## src/rtl/uart_tx_burst.sv

```systemverilog
// RS-485 burst UART transmitter: reads BYTES words from a memory page
// and serialises them with configurable framing and direction timing.
`timescale 1ns/1ps
module uart_tx_burst #(
  parameter int DATA_BITS   = 8,
  parameter int CLKS_PER_BIT = 1,
  parameter int BYTES       = 4,
  parameter int ADDR_W      = 9,
  parameter int PARITY      = 0,
  parameter int STOP_BITS   = 1,
  parameter int GAP_BITS    = 1,
  parameter int DIR_ON_DLY  = 15,
  parameter int TX_LEAD     = 15,
  parameter int DIR_OFF_DLY = 4
) (
  input  logic                 clk,
  input  logic                 reset,
  input  logic                 RQ,
  input  logic [5:0]           cycle,
  input  logic [DATA_BITS-1:0] data,
  output logic [ADDR_W-1:0]    addr,
  output logic                 tx,
  output logic                 dirTX,
  output logic                 dirRX,
  output logic                 full,
  output logic                 busy,
  output logic [7:0]           idx
);

  typedef enum logic [3:0] {
    IDLE, DIRON, START, DATA, PAR,
    STOP, GAP, DIROFF, DONE
  } state_t;

  localparam logic [15:0] ON_T   = 16'(DIR_ON_DLY - 1);
  localparam logic [15:0] LEAD_T = 16'(DIR_ON_DLY + TX_LEAD - 1);
  localparam logic [15:0] OFF_T  = 16'(DIR_OFF_DLY - 1);
  localparam logic [15:0] BIT_T  = 16'(CLKS_PER_BIT - 1);
  localparam logic [15:0] DBIT_T = 16'(DATA_BITS - 1);
  localparam logic [15:0] STOP_T = 16'(STOP_BITS - 1);
  localparam logic [15:0] GAP_T  = 16'(GAP_BITS - 1);
  localparam logic [7:0]  LAST   = 8'(BYTES);

  state_t state, state_d;
  logic rq_m, rq_s;
  logic [15:0] cnt, cnt_d;
  logic [15:0] bcnt, bcnt_d;
  logic [15:0] bit_i, bit_d;
  logic [DATA_BITS-1:0] sh, sh_d;
  logic par, par_d;
  logic [7:0] idx_d;
  logic [5:0] cyc, cyc_d;
  logic tx_d, dirTX_d, dirRX_d;
  logic full_d, busy_d;
  logic wrap, pbit;

  assign wrap = (bcnt == BIT_T);
  assign pbit = (PARITY == 2) ? ~(^data) : ^data;

  // modular arithmetic: truncating operands first gives the same low bits
  assign addr = ADDR_W'(cyc) * ADDR_W'(BYTES)
              + ADDR_W'(idx);

  always_ff @(posedge clk or negedge reset) begin
    if (!reset) begin
      state <= IDLE;
      rq_m  <= 1'b0;
      rq_s  <= 1'b0;
      cnt   <= '0;
      bcnt  <= '0;
      bit_i <= '0;
      sh    <= '0;
      par   <= 1'b0;
      idx   <= '0;
      cyc   <= '0;
      tx    <= 1'b1;
      dirTX <= 1'b0;
      dirRX <= 1'b0;
      full  <= 1'b0;
      busy  <= 1'b0;
    end else begin
      state <= state_d;
      rq_m  <= RQ;
      rq_s  <= rq_m;
      cnt   <= cnt_d;
      bcnt  <= bcnt_d;
      bit_i <= bit_d;
      sh    <= sh_d;
      par   <= par_d;
      idx   <= idx_d;
      cyc   <= cyc_d;
      tx    <= tx_d;
      dirTX <= dirTX_d;
      dirRX <= dirRX_d;
      full  <= full_d;
      busy  <= busy_d;
    end
  end

  always_comb begin
    state_d = state;
    cnt_d   = cnt;
    bcnt_d  = '0;
    bit_d   = bit_i;
    sh_d    = sh;
    par_d   = par;
    idx_d   = idx;
    cyc_d   = cyc;
    tx_d    = tx;
    dirTX_d = dirTX;
    dirRX_d = dirRX;
    full_d  = full;
    busy_d  = busy;
    unique case (state)
      IDLE: begin
        if (rq_s) begin
          state_d = DIRON;
          busy_d  = 1'b1;
          idx_d   = '0;
          dirRX_d = 1'b1;
          cnt_d   = '0;
          cyc_d   = cycle;
        end
      end
      DIRON: begin
        cnt_d = cnt + 16'd1;
        if (cnt == ON_T) dirTX_d = 1'b1;
        if (cnt == LEAD_T) begin
          state_d = START;
          tx_d    = 1'b0;
          sh_d    = data;
          par_d   = pbit;
        end
      end
      START: begin
        bcnt_d = wrap ? 16'd0 : bcnt + 16'd1;
        if (wrap) begin
          state_d = DATA;
          tx_d    = sh[0];
          sh_d    = sh >> 1;
          bit_d   = '0;
        end
      end
      DATA: begin
        bcnt_d = wrap ? 16'd0 : bcnt + 16'd1;
        if (wrap) begin
          if (bit_i != DBIT_T) begin
            bit_d = bit_i + 16'd1;
            tx_d  = sh[0];
            sh_d  = sh >> 1;
          end else if (PARITY != 0) begin
            state_d = PAR;
            tx_d    = par;
          end else begin
            state_d = STOP;
            tx_d    = 1'b1;
            idx_d   = idx + 8'd1;
            bit_d   = '0;
          end
        end
      end
      PAR: begin
        bcnt_d = wrap ? 16'd0 : bcnt + 16'd1;
        if (wrap) begin
          state_d = STOP;
          tx_d    = 1'b1;
          idx_d   = idx + 8'd1;
          bit_d   = '0;
        end
      end
      STOP: begin
        bcnt_d = wrap ? 16'd0 : bcnt + 16'd1;
        if (wrap) begin
          if (bit_i == STOP_T) begin
            state_d = GAP;
            bit_d   = '0;
          end else begin
            bit_d = bit_i + 16'd1;
          end
        end
      end
      GAP: begin
        bcnt_d = wrap ? 16'd0 : bcnt + 16'd1;
        if (wrap) begin
          if (bit_i != GAP_T) begin
            bit_d = bit_i + 16'd1;
          end else if (idx == LAST) begin
            state_d = DIROFF;
            dirTX_d = 1'b0;
            cnt_d   = '0;
          end else begin
            state_d = START;
            tx_d    = 1'b0;
            sh_d    = data;
            par_d   = pbit;
          end
        end
      end
      DIROFF: begin
        cnt_d = cnt + 16'd1;
        if (cnt == OFF_T) begin
          state_d = DONE;
          dirRX_d = 1'b0;
          full_d  = 1'b1;
          busy_d  = 1'b0;
        end
      end
      DONE: begin
        if (!rq_s) begin
          state_d = IDLE;
          full_d  = 1'b0;
        end
      end
      default: state_d = IDLE;
    endcase
  end

endmodule

```

## config.mk

```make
export PLATFORM = sky130hd
export DESIGN_NAME = uart_tx_burst
export DESIGN_NICKNAME = d
export VERILOG_FILES = /design/src/rtl/uart_tx_burst.sv
export SDC_FILE = /design/constraint.sdc
export NUM_CORES = 1
export LEC_CHECK = 0
export ABC_AREA = 1
export CELL_PAD_IN_SITES_DETAIL_PLACEMENT = 0
export CELL_PAD_IN_SITES_GLOBAL_PLACEMENT = 2
export CORE_ASPECT_RATIO = 2
export CORE_MARGIN = 1.5
export CORE_UTILIZATION = 34
export CTS_BUF_LIST = sky130_fd_sc_hd__clkbuf_16
export CTS_CLUSTER_DIAMETER = 60
export CTS_CLUSTER_SIZE = 20
export DETAILED_ROUTE_END_ITERATION = 10
export HOLD_SLACK_MARGIN = 0.03
export MAX_ROUTING_LAYER = met4
export PLACE_DENSITY_LB_ADDON = 0.15
export REMOVE_ABC_BUFFERS = 1
export SYNTH_ARGS = -nofsm -noshare
export SYNTH_HDL_FRONTEND = slang
export SYNTH_SLANG_ARGS = --single-unit
```

## constraint.sdc

```tcl
create_clock -name clk -period 2.75 [get_ports clk]
set_clock_uncertainty 0.05 [all_clocks]
set_input_delay 0.55 -clock clk [delete_from_list [all_inputs] [get_ports clk]]
set_output_delay 0.55 -clock clk [all_outputs]
set_load 0.05 [all_outputs]
```

### Word-level counts from Yosys, hierarchy flattened

Cells that the tools add are included.

* muxes and demuxes: 62
* $add $sub $neg: 5
* reduce and logical (&&, ||, !) cells: 25
* equality and inequality tests: 31

Operators with widths (number)
* $mux 16: 13
* $mux 8: 11
* $pmux 16 s4: 1
* $add 16x1->16 const B: 3
* $mux 4: 12
* $pmux 16 s3: 1
* $pmux 4 s9: 1
* $ne 2x2->1 const B: 17
* $logic_not 16->1: 2
* $pmux 8 s4: 1
* $pmux 8 s3: 1
* $eq 16x2->1 const B: 1
* $eq 16x4->1 const B: 1
* $eq 16x5->1 const B: 1
* $eq 4x3->1 const B: 4
* $mux 1: 16
* $ne 16x3->1 const B: 1
* $reduce_and 8->1: 2
* $reduce_bool 16->1: 1
* $reduce_and 5->1: 3
* $reduce_and 12->1: 1
* $add 8x8->9: 1
* $add 8x1->8 const B: 1
* $eq 4x2->1 const B: 2
* 17 further kinds: 25

* register bits: 80
* input bits: 17
* output and inout port bits: 22
* word-level logic and storage cells: 136

### Logic depth before layout (Yosys ltp)

* depth in word-level cells: 5
* gate-level depth with buffers: 12
* depth with buffers taken out: 11

### Least setup slack after synthesis

OpenSTA, ideal clock, no wires.

* path kind: reg-to-output
* start point: reg idx[2]
* end point: out addr[6]
* arrival time: 2.444 ns
* cell stages (with the launch flop): 6
* slack: -0.294 ns
* buffers on the path: 0
* required time: 2.150 ns
* cells stage by stage: dfrtp_1 -> ha_1 -> fa_1 -> a21o_1 -> a21oi_1 -> xor2_1

* longest elaborated chain between the ends: 1

Ends and longest elaborated chain
* start: declaration: RTL line 27 `output logic [7:0] idx`
* start signal: assignment: RTL line 90 `idx <= idx_d;`
* $add 8x8->9: RTL line 62 `+ ADDR_W'(idx);`
* end: declaration: RTL line 21 `output logic [ADDR_W-1:0] addr,`

Every way passes these cells.

### Worst setup path in the final report

Ends and elaborated chain as after synthesis.

==> run metrics <==
clk_lat worst skew around 0.34 ns; share of layout cells above drive strength 1 under 10%; global-route usage over all layers 19.1%; crit-path cells ha_2 > fa_2 > a21o_1 > a21oi_2 > xor2_1 > bufbuf_16; clock tree buffer depth 2; met1 usage a little under a fifth; post-synthesis cell area between 5000 and 6000 um2; Post-synth ARST share 100%; Compound-Gate Fraction of Synth Area about 4.8%; routed via count 4,705; std cell rows 63; critical path depth 6; sequential area share after synthesis between 30% and 40%; Tot Pwr between 0.005 and 0.006 W; Synth Area per Inst around 7.0 um2; Buffers & Inverters on Critical Path 1; Main synth FF type dfrtp_1; post-place setup slack roughly 0.28 ns; worst flop-to-flop path startpoint bit_i[0]; placed cell areas around 5800 um2; cell taking the most area after synthesis dfrtp_1; Synth Area in Simple Gates between 40 and 50%; WP data required approximately 2.2 ns; synth top area cells dfrtp_1 (38%), nand2_1 (19%), nand3_1 (8.3%); Worst Setup End Kind output port; unique cell type count in the Yosys netlist 41; largest net degree at the start of global routing 53; IO Count 39; worst setup path start idx[2]; max frequency approximately 380 MHz; fin crit period about 2.7 ns; global-route wire length before repair approximately 24,000 um; met2 usage between 30% and 40%; post-synthesis xor/xnor area fraction under 10%; CP max stage delay roughly 0.38 ns; WHS between 0.08 and 0.09 ns; Final GP Congestion roughly 0.81; Final WS setup 0.0887 ns; cells on worst reg2reg path 11; total grt overflow 0; initial antenna violation count 0; R2R Setup Slk between 0.5 and 0.6 ns; CTS Sinks 80; #FFs+latches synth 80; # H-tree levels 3; Critical Path Start Type flop; Worst Tran Pin Value 0.573 ns; design area approximately 6200 um2; commonest non-fill, non-tap cell in the layout nand2_1; Fin. Hold Viols 0; Synth Warn # 0; DR WL/cell roughly 14 um; Final Cycle Share 96.8%; CTS tree built; CTS buffer count 9; GR peak layer met2; Syn-to-layout area delta 19.2%; die area approximately 16,000 um2; post-synth top area share roughly two fifths; Initial Utilization between 30% and 40%; Hold Buf Count CTS 0; postcts setup bufs 0; clock-pin slew on the worst setup and hold paths approximately 0.070 ns; Slew HR approximately three fifths; final wirelength around 14,000 um; die height around 180 um; TritonRoute pass-1 iters 4; I/O Buffers 38; RSZ-0062 raised after global routing false; Finish-stage setup viols 0; slowest CP cell dfrtp_1; kind of critical path flop to output port; RR Endpoint state[1]; Hold Crit Class input port to asynchronous set/reset pin; outcome complete, no violations; leakage between 3 and 4 nW; Max IR drop VDD 0.668 mV; critical path arrival about 2.1 ns; Slew Viols, Final 0; largest family of logic cells by synthesized area simple AND/OR/NAND/NOR gates; DRC Markers 0; Detail Placement HPWL 10,500 um; met3 usage between 2 and 2.5%; Post-Synthesis Cells 738; diodes inserted 0; EDFF count, synth 0; cell area power density 902 nW/um2; CP Max Fanout 2; Adder-Cell Fraction of Synth Area under 10%; final antenna-violating net count 0; commonest non-fill, non-tap cells in the layout nand2_1 (258), nor2_1 (92), nand3_1 (86), dfrtp_1 (79), inv_1 (67); Total Nets Final ~800; cell family with most CP delay adder cells; DR vias/cell 4.80; Core Area roughly 15,000 um2; Setup TNS Final 0 ns; 1st-iter DRT viols between 150 and 200; mux share of post-synthesis cell area 0%; Die X about 90 um; vias in the first global route between 4,000 and 5,000; MaxCap Viol Count 0; Root Buffer Master clkbuf_16
==> flip-flops by register name, summed over array words and instances (netlist names) <==
| register | flops |
|---|---|
| cyc | 6 |
| rq_s | 1 |
| dirTX | 1 |
| bcnt | 16 |
| rq_m | 1 |
| tx | 1 |
| sh | 8 |
| cnt | 16 |
| idx | 8 |
| bit_i | 16 |
| full | 1 |
| state | 4 |
| busy | 1 |
==> synth_stat cells (4+ instances only) <==
| library cell | n |
|---|---|
| xor2_1 | 25 |
| buf_4 | 5 |
| nor3_1 | 8 |
| o21bai_1 | 4 |
| inv_2 | 10 |
| xnor2_1 | 4 |
| nor2_1 | 92 |
| ha_1 | 15 |
| nand3_1 | 86 |
| o21ai_0 | 8 |
| a21oi_1 | 11 |
| o21ai_1 | 8 |
| nand2_1 | 258 |
| nand2_2 | 5 |
| or2_2 | 4 |
| a31oi_1 | 4 |
| inv_1 | 67 |
| nand4_1 | 11 |
| dfrtp_1 | 79 |
==> worst reg2reg max path, stage by stage (launching register included) <==
cell and delay (ns):
dfrtp_1 0.46, inv_1 0.14, ha_1 0.15, nand2_1 0.05, nor2_1 0.19, nand2_1 0.14, nand2_1 0.14, nand2_1 0.06
nor2_1 0.28, nand3_1 0.23, nand2_1 0.11, nand2_1 0.06
==> power breakdown <==
| group | switching [W] | internal (W) | total (W) |
|---|---|---|---|
| registers | 0.000208 | 0.00138 | 0.00159 |
| clock network | 0.000500 | 0.000880 | 0.00138 |
| logic | 0.00178 | 0.000808 | 0.00259 |
==> final cells by class <==
cell class | count | area [um2]
fill | 1654 | 8650
multi-input combinational | 568 | 2820
clock buffer | 9 | 225
inverter | 78 | 293
timing repair buffer | 44 | 470
tap | 195 | 244
sequential | 80 | 2000
clock inverter | 6 | 109
==> routing by layer <==
metal | vias to the layer above | share of wire [%]
li1 | 2423 | -
met5 | - | 0
met3 | 17 | 1.4
met2 | 44 | 57
met1 | 2221 | 39
met4 | 0 | 2.0
==> stage by stage <==
stage          instances  util (%)
2_1_floorplan        726         -
3_3_place_gp         965      39.1
3_5_place_dp         965      39.1
4_1_cts              980      41.5
5_1_grt              980      41.6
6_report             980      41.6
==> kinds of logic after synthesis <==
group / after synthesis
simple gates: 481
xor+xnor: 29
buf+inv: 90
fa+ha+maj: 16
flops: 80
compound gates: 42
==> how the worst max path moves through the flow <==
stage | end | slack, ns
after detailed placement | addr[6] | 0.28
after global placement | addr[6] | 0.33
after CTS | addr[7] | 0.03
final | addr[6] | 0.09
after floorplan | addr[6] | -0.29
after global routing | addr[8] | 0.01
==> timing repair <==
action / 4_1_cts / 5_1_grt
gates resized for setup: 4 / 1
setup endpoints to repair: 2 / 3
pin swaps: 2 / 3
(Power assumes the default switching activity.)
